**src/rtl/mphy_gen.sv**
```systemverilog
// SPI pad-side PHY: parametrised lane count, run-time SDR/DDR, programmable
// input-capture delay with matched read-valid pipe, and enforced CS deselect gap.
module mphy_gen #(
  parameter  int LANES   = 4,
  parameter  int MAXDLY  = 3,
  parameter  int NCS_MIN = 2,
  localparam int DW      = $clog2(MAXDLY + 1),
  localparam int WW      = 2 * LANES
) (
  input  logic             c_ck,
  input  logic             c_rst,
  input  logic             c_en,
  input  logic             c_ddr,
  input  logic [DW-1:0]    c_dly,
  input  logic             c_ncs,
  input  logic [LANES-1:0] c_se,
  input  logic [WW-1:0]    c_so,
  input  logic             c_rd,
  output logic [WW-1:0]    c_si,
  output logic             c_si_vld,
  output logic             c_busy,
  output logic             p_ck,
  output logic             p_ncs,
  output logic [LANES-1:0] p_se,
  output logic [LANES-1:0] p_so,
  input  logic [LANES-1:0] p_si
);

  localparam int CW = (NCS_MIN > 2) ? $clog2(NCS_MIN) : 1;

  typedef enum logic [1:0] {
    IDLE   = 2'd0,
    ACTIVE = 2'd1,
    HOLD   = 2'd2
  } state_e;

  state_e             state_q, state_d;
  logic [CW-1:0]      cnt_q, cnt_d;
  logic               mode_q, mode_d;
  logic [DW-1:0]      dly_q, dly_d;
  logic [LANES-1:0]   se_q, se_d;
  logic [LANES-1:0]   so0_q, so0_d, so1_q, so1_d, so2_q, so2_d;
  logic [LANES-1:0]   si0_q, si0_d, si1_q, si1_d, si2_q, si2_d;
  logic               rd0_q, rd0_d;
  logic [WW-1:0]      dpipe_q [MAXDLY];
  logic [WW-1:0]      dpipe_d [MAXDLY];
  logic [MAXDLY-1:0]  rpipe_q, rpipe_d;
  logic [WW-1:0]      raw, tap_data;
  logic               tap_rd;
  logic [WW-1:0]      si_q, si_d;
  logic               vld_q, vld_d;

  // Next-state logic; the c_en qualification lives in the state register.
  always_comb begin
    // NOTE: every comb output gets a default first so no path infers a latch.
    state_d = state_q;
    cnt_d   = cnt_q;
    case (state_q)
      IDLE: begin
        if (!c_ncs) state_d = ACTIVE;
      end
      ACTIVE: begin
        if (c_ncs) begin
          if (NCS_MIN == 1) begin
            state_d = IDLE;
          end else begin
            state_d = HOLD;
            cnt_d   = CW'(NCS_MIN - 2);
          end
        end
      end
      HOLD: begin
        if (cnt_q == '0) state_d = IDLE;
        else             cnt_d   = cnt_q - 1'b1;
      end
      default: state_d = IDLE;
    endcase
  end

  always_comb begin
    p_ncs  = (state_q != ACTIVE);
    c_busy = (state_q == HOLD);
  end

  always_comb begin
    mode_d = mode_q;
    dly_d  = dly_q;
    if (state_q == IDLE) begin
      mode_d = c_ddr;
      dly_d  = (c_dly > DW'(MAXDLY)) ? DW'(MAXDLY) : c_dly;
    end
    se_d  = (state_d == ACTIVE) ? c_se : '0;

    so0_d = c_so[LANES-1:0];
    so1_d = c_so[WW-1:LANES];
    so2_d = so1_q;

    si0_d = p_si;
    si1_d = p_si;
    si2_d = si1_q;
    // Reads issued while deselected travel the pipe as a zero valid.
    rd0_d = c_rd & ~p_ncs;

    raw        = mode_q ? {si2_q, si0_q} : {{LANES{1'b0}}, si0_q};
    dpipe_d[0] = raw;
    rpipe_d[0] = rd0_q;
    for (int k = 1; k < MAXDLY; k++) begin
      dpipe_d[k] = dpipe_q[k-1];
      rpipe_d[k] = rpipe_q[k-1];
    end

    tap_data = raw;
    tap_rd   = rd0_q;
    for (int k = 0; k < MAXDLY; k++) begin
      if (dly_q == DW'(k + 1)) begin
        tap_data = dpipe_q[k];
        tap_rd   = rpipe_q[k];
      end
    end
    si_d  = tap_data;
    vld_d = tap_rd;
  end

  always_ff @(posedge c_ck or posedge c_rst) begin
    if (c_rst) begin
      state_q <= IDLE;
      cnt_q   <= '0;
      mode_q  <= 1'b0;
      dly_q   <= '0;
      se_q    <= '0;
      so0_q   <= '0;
      so1_q   <= '0;
      si0_q   <= '0;
      si2_q   <= '0;
      rd0_q   <= 1'b0;
      // NOTE: the delay pipe is reset, not left as plain storage, so that
      // reads in flight are dropped by reset instead of surfacing later.
      for (int k = 0; k < MAXDLY; k++) dpipe_q[k] <= '0;
      rpipe_q <= '0;
      si_q    <= '0;
      vld_q   <= 1'b0;
    end else if (c_en) begin
      // NOTE: non-blocking assignments so every flop samples pre-edge values.
      state_q <= state_d;
      cnt_q   <= cnt_d;
      mode_q  <= mode_d;
      dly_q   <= dly_d;
      se_q    <= se_d;
      so0_q   <= so0_d;
      so1_q   <= so1_d;
      si0_q   <= si0_d;
      si2_q   <= si2_d;
      rd0_q   <= rd0_d;
      for (int k = 0; k < MAXDLY; k++) dpipe_q[k] <= dpipe_d[k];
      rpipe_q <= rpipe_d;
      si_q    <= si_d;
      vld_q   <= vld_d;
    end
  end

  // Falling-edge half of the DDR tx and rx paths.
  always_ff @(negedge c_ck or posedge c_rst) begin
    if (c_rst) begin
      so2_q <= '0;
      si1_q <= '0;
    end else if (c_en) begin
      so2_q <= so2_d;
      si1_q <= si1_d;
    end
  end

  assign p_ck     = c_ck;
  assign p_se     = se_q;
  assign p_so     = (mode_q && !c_ck) ? so2_q : so0_q;
  assign c_si     = si_q;
  assign c_si_vld = vld_q;

endmodule
```
**config.mk**
```make
export PLATFORM = sky130hd
export DESIGN_NAME = mphy_gen
export DESIGN_NICKNAME = d
export VERILOG_FILES = /design/src/rtl/mphy_gen.sv
export SDC_FILE = /design/constraint.sdc
export NUM_CORES = 1
export LEC_CHECK = 0
export ABC_AREA = 1
export CAP_MARGIN = 10
export CORE_MARGIN = 3
export CORE_UTILIZATION = 25
export CTS_CLUSTER_SIZE = 30
export DETAILED_ROUTE_END_ITERATION = 6
export SYNTH_ARGS = -nofsm -noshare
export SYNTH_HDL_FRONTEND = slang
export SYNTH_SLANG_ARGS = --single-unit
```
**constraint.sdc**
```tcl
create_clock -name c_ck -period 2.7 [get_ports c_ck]
set_clock_uncertainty 0.2 [all_clocks]
set_input_delay 0.54 -clock c_ck [delete_from_list [all_inputs] [get_ports c_ck]]
set_output_delay 0.54 -clock c_ck [all_outputs]
set_load 0.05 [all_outputs]
```
**Yosys cells after proc, flatten, opt, wreduce, memory -nomap -nowiden**

Cells that the tools add are included.

- $add $sub $neg: 1
- $mul: 0
- Divide/modulo/power cells: 0
- $lt $le $gt $ge: 1
- Equal/unequal tests: 8
- Shifts and indexed selects: 0
- Mux-type cells: 17
- Bitwise gates (word level): 2
- Reductions and logical operators: 6

Operators by type and width:

| kind | count |
|---|---|
| $mux W8 | 4 |
| $mux W2 | 4 |
| $mux W4 | 2 |
| $eq A2 B1 Y1 const B | 3 |
| $eq A2 B2 Y1 const B | 3 |
| $pmux W2 S3 | 1 |
| $mux W1 | 5 |
| $reduce_and A3 Y1 | 1 |
| $gt A2 B2 Y1 const B | 1 |
| $logic_not A2 Y1 | 1 |
| $ne A2 B1 Y1 const B | 1 |
| $ne A2 B2 Y1 const B | 1 |
| $pmux W1 S2 | 1 |
| $reduce_and A2 Y1 | 1 |
| $reduce_bool A2 Y1 | 1 |
| $and A1 B1 Y1 | 1 |
| $logic_and A1 B1 Y1 | 1 |
| $logic_not A1 Y1 | 1 |
| $not A1 Y1 | 1 |
| $sub A1 B1 Y1 const B | 1 |

- Flip-flop bits (word level): 71
- Bits in latches: 0
- Bits in writable memories: 0
- ROM bits: 0
- Input bits: 24
- Output and inout bits: 20
- Logic and storage cells: 53
- Memories: 0

**Longest topological paths before layout**

- Depth in word-level cells: 4
- Depth in mapped cells: 8
- Depth with buffers taken out: 7

==> flow_metrics.env <==
export IMPL_antenna_found_initial=0
export IMPL_start_util_pct=26.06
export IMPL_crit_fanout=2
export IMPL_vias=2495
export IMPL_worst_path_buf_inv=2
export IMPL_fin_util_pct=35.69
export IMPL_fillers=1207
export IMPL_failed_checks="negative setup slack"
export IMPL_drive_gt1_share_pct=13.41
export IMPL_r2r_end="so2_q[2]"
export IMPL_crit_start="so2_q[0]"
export IMPL_dp_slack_ns=-0.7253
export IMPL_regArea_sq_um=1752
export IMPL_final_antenna_net_count=0
export IMPL_drtIter0Drc=153
export IMPL_synthesis_nets=387
export IMPL_ir_drop_uv=705.0
export IMPL_dieArea_sq_um=13460
export IMPL_hold_viol_final=0
export IMPL_regToRegStartpoint="so1_q[2]"
export IMPL_cts_hold_fix_buffers=0
export IMPL_max_slew_worst_pin_slew_ns=0.6859
export IMPL_fp_coreArea_sq_um=11610
export IMPL_grt_pass1_vias=2555
export IMPL_setup_viol=8
export IMPL_grt_max_degree=54
export IMPL_clk_transition_reported_paths_ns=0.09
export IMPL_endpoint_kind="output pin"
export IMPL_row_count=39
export IMPL_drc=0
export IMPL_holdCritPathClass="register to register"
export IMPL_yosys_warnings=0
export IMPL_required_ns=1.96
export IMPL_nNetsFinal=444
export IMPL_start_kind="register"
export IMPL_r2r_slack_ns=0.24
export IMPL_grt_overflow=0
export IMPL_arrival_ns=2.38
export IMPL_port_buffers=43
export IMPL_p_per_area_nw_per_um2=931.5
export IMPL_maxCapViolCount=0
export IMPL_ys_seq_area_share_pct=57.88
export IMPL_ys_types=15
export IMPL_placed_cell_area_sq_um=3676
export IMPL_multiInputGateArea_sq_um=1067
export IMPL_power_total_mw=3.861
export IMPL_path_cells="inv_2, o21ai_4, buf_6"
export IMPL_routabilityCongestion=0.7163
export IMPL_ys_async_sr_fraction_pct=100.0
export IMPL_synthFlopType="dfrtp_1"
export IMPL_n_antenna_cell=0
export IMPL_layout_setup_ws_ns=-0.4174
export IMPL_synthToLayoutAreaGrowth_pct=36.96
export IMPL_leakagePower_nw=2.006
export IMPL_routed_via_density=4.393
export IMPL_status="complete, but fails checks"
export IMPL_grtUsageTotal_pct=11.75
export IMPL_tritoncts="built"
export IMPL_min_from="si0_q[3]"
export IMPL_crit_path_top_delay_cell="dfrtn_1"
export IMPL_hold_end="dpipe_d[11]"
export IMPL_maxSlewViolCount=0
export IMPL_grt_pass1_wl_um=12060
export IMPL_insertion_delay_ns=0.50
export IMPL_drt_wirelength_per_cell_um=12.26
export IMPL_ys_seq_elements=70
export IMPL_relSlewSlack_pct=54.27
export IMPL_worst_setup_path_type="register to output pin"
export IMPL_synth_edff_count=0
export IMPL_io_pins=44
export IMPL_post_synth_instance_area_sq_um=3027
export IMPL_synth_avg_cell_area_sq_um=8.338
export IMPL_totalWireLength_um=6962
export IMPL_crit_family="flip-flops"
export IMPL_r2r_cells=2
export IMPL_rsz0062_at_grt="true"
export IMPL_whs_path_depth=2
export IMPL_hpwlAfterDp_um=4614
export IMPL_max_stage_delay_ns=0.40
export IMPL_die_y_um=116.0
export IMPL_fin_area_sq_um=4145
export IMPL_synth_cells=363
export IMPL_first_pass_iters=4
export IMPL_fp_dieW_um=116.0
-- cell type report --
class	instances	share of cell area, %
clock buffers	22	9.327
clock inverters	6	2.173
inverters	35	3.260
repair buffers	54	12.92
flip-flops and latches	70	42.26
well taps	143	4.316
multi-input cells	238	25.75
-- cell usage in the layout (no fill, tap or decap), drive strengths merged, types with 8 or more instances in the layout --
cell and instances:
nand2 136, dfrtp 62, o21ai 51, clkdlybuf4s50 36, inv 35, nand3 31, buf 25, nor2 18
clkbuf 13, dfrtn 8
-- power breakdown --
part | internal [mW] | switching, mW | leakage (nW)
Clock | 1.16 | 0.730 | 0.266
Sequential | 1.19 | 0.103 | 0.886
Combinational | 0.239 | 0.433 | 0.854
-- registers in the layout (all words and copies together), names as in the netlist, 4 cells and up --
register	count
so2_q	4
so0_q	4
si2_q	4
so1_q	4
dpipe_d	16
dpipe_q	8
c_si	8
p_se	4
si1_q	4
si0_q	4
-- worst max-delay path by stage --
stage | endpoint | cells after the start
4_1_cts | p_so[3] | 3
3_3_place_gp | p_so[3] | 3
5_1_grt | p_so[3] | 3
6_report | p_so[0] | 3
3_5_place_dp | p_so[0] | 3
2_1_floorplan | p_so[0] | 2
-- routing by layer --
metal | part of all wire [%] | vias up | GRT usage, %
met3 | 4.9 | 16 | 3.551
met5 | 0 | - | 0
met4 | 3.2 | 0 | 8.971
li1 | - | 1252 | -
met2 | 45 | 60 | 16.72
met1 | 47 | 1167 | 14.85
-- logic make-up (layout without fill, tap and decap cells) --
family | after synthesis | count (layout) | share of synthesized area (%)
compound gates | 53 | 53 | 8.764
buf+inv | 55 | 117 | 8.888
flops | 70 | 70 | 57.88
simple gates | 185 | 185 | 24.47
-- per-stage QoR --
step           TNS [ns]  cells  hold slack, ns
2_1_floorplan    -1.075    363          0.2028
3_3_place_gp     -3.297    542          0.2256
3_5_place_dp     -3.403    542          0.2327
4_1_cts          -1.765    566         0.08455
5_1_grt          -1.769    568          0.1147
6_report         -1.629    568         0.08145
-- tightest hold or removal path: cells and delay by family (launching register included) --
kind             cells  cell delay [ns]
AND/OR/NAND/NOR      1             0.06
AO/OA/AOI/OAI        1             0.06
flip-flops           1             0.35
-- Yosys cell counts, types with 3 or more instances --
cell / n / area share, %
buf_4: 7 / 1.7
nor2_1: 17 / 2.1
nand2_1: 136 / 17
dfrtn_1: 8 / 6.6
dfrtp_1: 62 / 51
buf_2: 5 / 0.83
o21ai_0: 37 / 6.1
o21ai_1: 14 / 2.3
clkbuf_1: 3 / 0.37
inv_1: 34 / 4.2
buf_6: 4 / 1.5
nand3_1: 31 / 5.1
-- repair_timing --
item,in CTS,in global routing
buffers inserted,6,2
gates resized for setup,38,1
pin swaps,4,4
endpoints found under the hold margin,0,0
gates cloned,0,0
endpoints found under the setup margin,10,9
Power figures use the tool's default switching activity.
